### src/rtl/serial_adder.sv
// Bit-serial add/subtract unit: one full-adder cell plus a carry flop, LSB first,
// with a start/busy/done handshake and registered sum/cout/ovf results.
`timescale 1ns/1ps
module serial_adder #(
   parameter int WIDTH = 8
) (
   input  logic             clk,
   input  logic             rst,
   input  logic             start,
   input  logic             sub,
   input  logic [WIDTH-1:0] a,
   input  logic [WIDTH-1:0] b,
   output logic             busy,
   output logic             done,
   output logic [WIDTH-1:0] sum,
   output logic             cout,
   output logic             ovf
);

   localparam int CNT_W = $clog2(WIDTH);
   localparam logic [CNT_W-1:0] LAST_BIT = CNT_W'(WIDTH - 1);

   typedef enum logic [1:0] {IDLE, RUN, DONE} state_t;

   state_t           state_q, state_d;
   logic [WIDTH-1:0] opa_q, opa_d;
   logic [WIDTH-1:0] opb_q, opb_d;
   logic [WIDTH-2:0] res_q, res_d;
   logic [CNT_W-1:0] cnt_q, cnt_d;
   logic             carry_q, carry_d;
   logic             a_msb_q, a_msb_d;
   logic             b_msb_q, b_msb_d;
   logic [WIDTH-1:0] sum_q, sum_d;
   logic             cout_q, cout_d;
   logic             ovf_q, ovf_d;

   logic             s_bit;
   logic             carry_next;
   logic [WIDTH-1:0] b_eff;

   always_ff @(posedge clk) begin
      if (rst) begin
         state_q <= IDLE;
         opa_q   <= '0;
         opb_q   <= '0;
         res_q   <= '0;
         cnt_q   <= '0;
         carry_q <= 1'b0;
         a_msb_q <= 1'b0;
         b_msb_q <= 1'b0;
         sum_q   <= '0;
         cout_q  <= 1'b0;
         ovf_q   <= 1'b0;
      end else begin
         state_q <= state_d;
         opa_q   <= opa_d;
         opb_q   <= opb_d;
         res_q   <= res_d;
         cnt_q   <= cnt_d;
         carry_q <= carry_d;
         a_msb_q <= a_msb_d;
         b_msb_q <= b_msb_d;
         sum_q   <= sum_d;
         cout_q  <= cout_d;
         ovf_q   <= ovf_d;
      end
   end

   always_comb begin
      state_d    = state_q;
      opa_d      = opa_q;
      opb_d      = opb_q;
      res_d      = res_q;
      cnt_d      = cnt_q;
      carry_d    = carry_q;
      a_msb_d    = a_msb_q;
      b_msb_d    = b_msb_q;
      sum_d      = sum_q;
      cout_d     = cout_q;
      ovf_d      = ovf_q;
      b_eff      = sub ? ~b : b;
      s_bit      = opa_q[0] ^ opb_q[0] ^ carry_q;
      carry_next = (opa_q[0] & opb_q[0]) | (opa_q[0] & carry_q) | (opb_q[0] & carry_q);

      unique case (state_q)
         IDLE: begin
            if (start) begin
               state_d = RUN;
               opa_d   = a;
               opb_d   = b_eff;
               carry_d = sub;
               cnt_d   = '0;
               res_d   = '0;
               a_msb_d = a[WIDTH-1];
               b_msb_d = b_eff[WIDTH-1];
            end
         end
         RUN: begin
            opa_d   = {1'b0, opa_q[WIDTH-1:1]};
            opb_d   = {1'b0, opb_q[WIDTH-1:1]};
            carry_d = carry_next;
            res_d   = (WIDTH-1)'({s_bit, res_q} >> 1);
            // The final bit goes straight to the result registers.
            if (cnt_q == LAST_BIT) begin
               state_d = DONE;
               sum_d   = {s_bit, res_q};
               cout_d  = carry_next;
               ovf_d   = (a_msb_q == b_msb_q) && (s_bit != a_msb_q);
            end else begin
               cnt_d = cnt_q + CNT_W'(1);
            end
         end
         DONE: begin
            state_d = IDLE;
         end
         default: begin
            state_d = IDLE;
         end
      endcase
   end

   assign busy = (state_q == RUN);
   assign done = (state_q == DONE);
   assign sum  = sum_q;
   assign cout = cout_q;
   assign ovf  = ovf_q;

endmodule

### config.mk
export PLATFORM = sky130hd
export DESIGN_NAME = serial_adder
export DESIGN_NICKNAME = d
export VERILOG_FILES = /design/src/rtl/serial_adder.sv
export SDC_FILE = /design/constraint.sdc
export NUM_CORES = 1
export LEC_CHECK = 0
export ABC_AREA = 1
export CAP_MARGIN = 10
export CORE_ASPECT_RATIO = 0.9
export CORE_MARGIN = 2
export CORE_UTILIZATION = 35
export DETAILED_ROUTE_END_ITERATION = 6
export PLACE_DENSITY = 0.63
export SYNTH_ARGS = -nofsm -noshare
export SYNTH_HDL_FRONTEND = slang
export SYNTH_SLANG_ARGS = --single-unit
### constraint.sdc
create_clock -name clk -period 2.05 [get_ports clk]
set_clock_uncertainty 0.15 [all_clocks]
set_input_delay 0.205 -clock clk [delete_from_list [all_inputs] [get_ports clk]]
set_output_delay 0.205 -clock clk [all_outputs]
set_load 0.05 [all_outputs]
==> results.yml <==
yosys:
  syn_inst: 276
  synth_area_mm2: 0.00189
  synthDistinctLibCells: 21
  ys_ff_latch: 41
  ys_warn_count: 0
  synth.area.top_cells: "dfxtp_1 (43%), nand2_1 (17%), nand3_1 (12%)"
  synth.top_cell.area_share: 0.434
  syn_area_per_cell_um2: 6.85
  synth_area_leader_cell: "dfxtp_1"
  synth-seq-area-share: 0.434
  synth_fp_nets: 299
power:
  clkPwrFrac: 0.353
  p_switching_mw: 0.428
  combinationalPowerShare: 0.135
  power_frac_seq: 0.512
  peakVddDrop_mv: 0.255
  p_leak_nw: 1.10
  intPower_mw: 1.22
  power_switching_share: 0.259
  pwr_density_cell_mw_per_mm2: 705
hold_path:
  hold_path_class: "reg -> reg"
setup_path:
  crit_fanout: 26
  setup.worst_path.start_class: "flop"
  rr_endpoint: "ovf"
  startpoint: "state_q[0]"
  crit_path_end: "busy"
  crit_required_ns: 1.69
  critPathSlowestCell: "dfxtp_1"
  r2r-start: "cnt_q[0]"
  slowest_delay_ns: 0.48
  cp_cell_sequence: "nand2_4, inv_4, buf_12"
  reg2reg_depth: 8
  cp.arrival_ns: 1.48
  rrSetupSlack_ns: 0.48
  cp-end-kind: "output port"
  path_class: "reg -> out"
cells_and_area:
  final_common_cell: "nand2_1"
  final_cell_mix: "nand2_1 (85), nand3_1 (46), dfxtp_1 (41), nor2_1 (37), clkdlybuf4s50_1 (29)"
  syn2layout_area_growth_pct: 23.8
  nets: 329
  fin_cells: 374
  num-fill-cells: 547
  drive_gt1_frac: 0.0717
  diodes: 0
  seqCellArea_um2: 821
  multi_input_area_um2: 871
  final_util: 0.448
  fin_area_mm2: 0.00234
global_route:
  grt_pass1_vias: 1462
  grt_pass1_wl_um: 6900
  grt_use_total: 0.150
  overflow: 0
  grt_max_degree: 27
  antenna_found_initial: 0
clock_network:
  path_clk_slew_ns: 0.08
  cts_root_buf: "clkbuf_8"
  cts_sinks: 41
  htreeDepth: 2
  post_cts_buffers: 0
  cts_made_buffers: 5
  cts_hold_buf: 0
  post_cts_resized: 0
  cts_tree: "yes"
  clkLatencyLatePin_ns: 0.29
  cts_buffer_depth: 2
sta:
  rsz0062_at_grt: "false"
  fin_tns_setup_ns: 0
  post-route-min-period_ns: 1.84
  holdWs_ns: 0.318
  worst_pin_slew_ns: 0.491
  fmax_mhz: 544
  max_slew_margin: 0.672
  fin_crit_sh: 0.897
  drv_slew: 0
  hold_violations: 0
  setup_viol: 0
place:
  place_area_mm2: 0.00224
  place_hpwl_um: 2850
  io_buffers: 31
  dp.cells: 366
  gp_congestion: 0.783
floorplan:
  floorplan.die_area_mm2: 0.00600
  pin_count: 32
  dieWidth_um: 81.4
  row_count: 25
  coreArea_mm2: 0.00522
  dieHeight_um: 73.7
  initial_utilization: 0.362
drt:
  ant_nets: 0
  route.vias.total: 1716
  drt-vias-per-instance: 4.59
  dr.pass1.iters: 4
  drc: 0
  wl_per_cell_um: 11.0
  drt_wl_total_um: 4100
  drtIter0Drc: 120
run:
  cap_violations: 0
outcome:
  status: "complete, no violations"
[cell families (layout without fill, tap and decap cells)]
logic type | count (synthesis) | count (layout) | synth area share
buf+inv | 42 | 73 | 0.105
fa+ha+maj | 3 | 3 | 0.0238
flops | 41 | 41 | 0.434
simple gates | 175 | 175 | 0.395
compound gates | 14 | 14 | 0.0371
xor+xnor | 1 | 1 | 0.00464
[metal layers]
| metal | wire length, µm | track usage | vias up |
|---|---|---|---|
| met5 | 0 | 0 | - |
| met4 | 43 | 0.0452 | 0 |
| met3 | 208 | 0.0455 | 4 |
| met2 | 1810 | 0.229 | 38 |
| met1 | 2040 | 0.205 | 749 |
| li1 | - | - | 925 |
[state kept, by name, indices dropped and copies added (netlist names)]
name	cells
sum	8
opa_q	8
carry_q	1
a_msb_q	1
res_q	7
ovf	1
b_msb_q	1
state_q	2
cnt_q	3
cout	1
opb_q	8
[cells in the mapped netlist]
master	count
inv_4	1
ha_1	2
nand2_4	1
dfxtp_1	41
nor2_4	2
buf_6	4
nand2_1	85
buf_1	1
inv_2	3
nand4_1	3
nor2_1	37
a21oi_1	11
o21ai_0	3
inv_1	26
fa_1	1
clkbuf_1	3
buf_4	1
xor2_1	1
nand3_1	46
buf_2	3
nor2_2	1
[stage by stage]
| stage | setup slack (ns) | total power [mW] |
|---|---|---|
| final | 0.211 | 1.65 |
| after global routing | 0.147 | 1.73 |
| after CTS | 0.200 | 1.67 |
| after detailed placement | 0.307 | 1.09 |
| after global placement | 0.317 | 1.09 |
| after floorplan | 0.608 | 1.02 |
[how the worst min path moves through the flow]
stage,start,endpoint,depth (start not counted)
after floorplan,rst,res_q[0],1
after global placement,cnt_q[2],cnt_q[2],2
after detailed placement,res_q[2],sum[2],2
after CTS,res_q[2],sum[2],2
after global routing,res_q[2],sum[2],2
final,sum[3],sum[3],2
[cell type report]
type                    instances  share of cell area
multi-input cells             193               0.372
clock inverters                 1             0.00214
well taps                      67              0.0358
repair buffers                 35               0.149
inverters                      30              0.0492
flip-flops and latches         41               0.351
clock buffers                   7              0.0412
[critical path, delay by kind of cell, from the launching register on]
kind | cells | cell delay [ns]
simple gates | 1 | 0.23
buf+inv | 2 | 0.48
flops | 1 | 0.48
[power groups by stage]
stage,sequential [mW],clock [mW],combinational [mW]
floorplan,0.859,0,0.157
global placement,0.862,0,0.224
detailed placement,0.863,0,0.226
CTS,0.845,0.595,0.226
global route,0.849,0.630,0.251
finish,0.845,0.582,0.224
No activity file was read; power rests on OpenSTA's default activity.
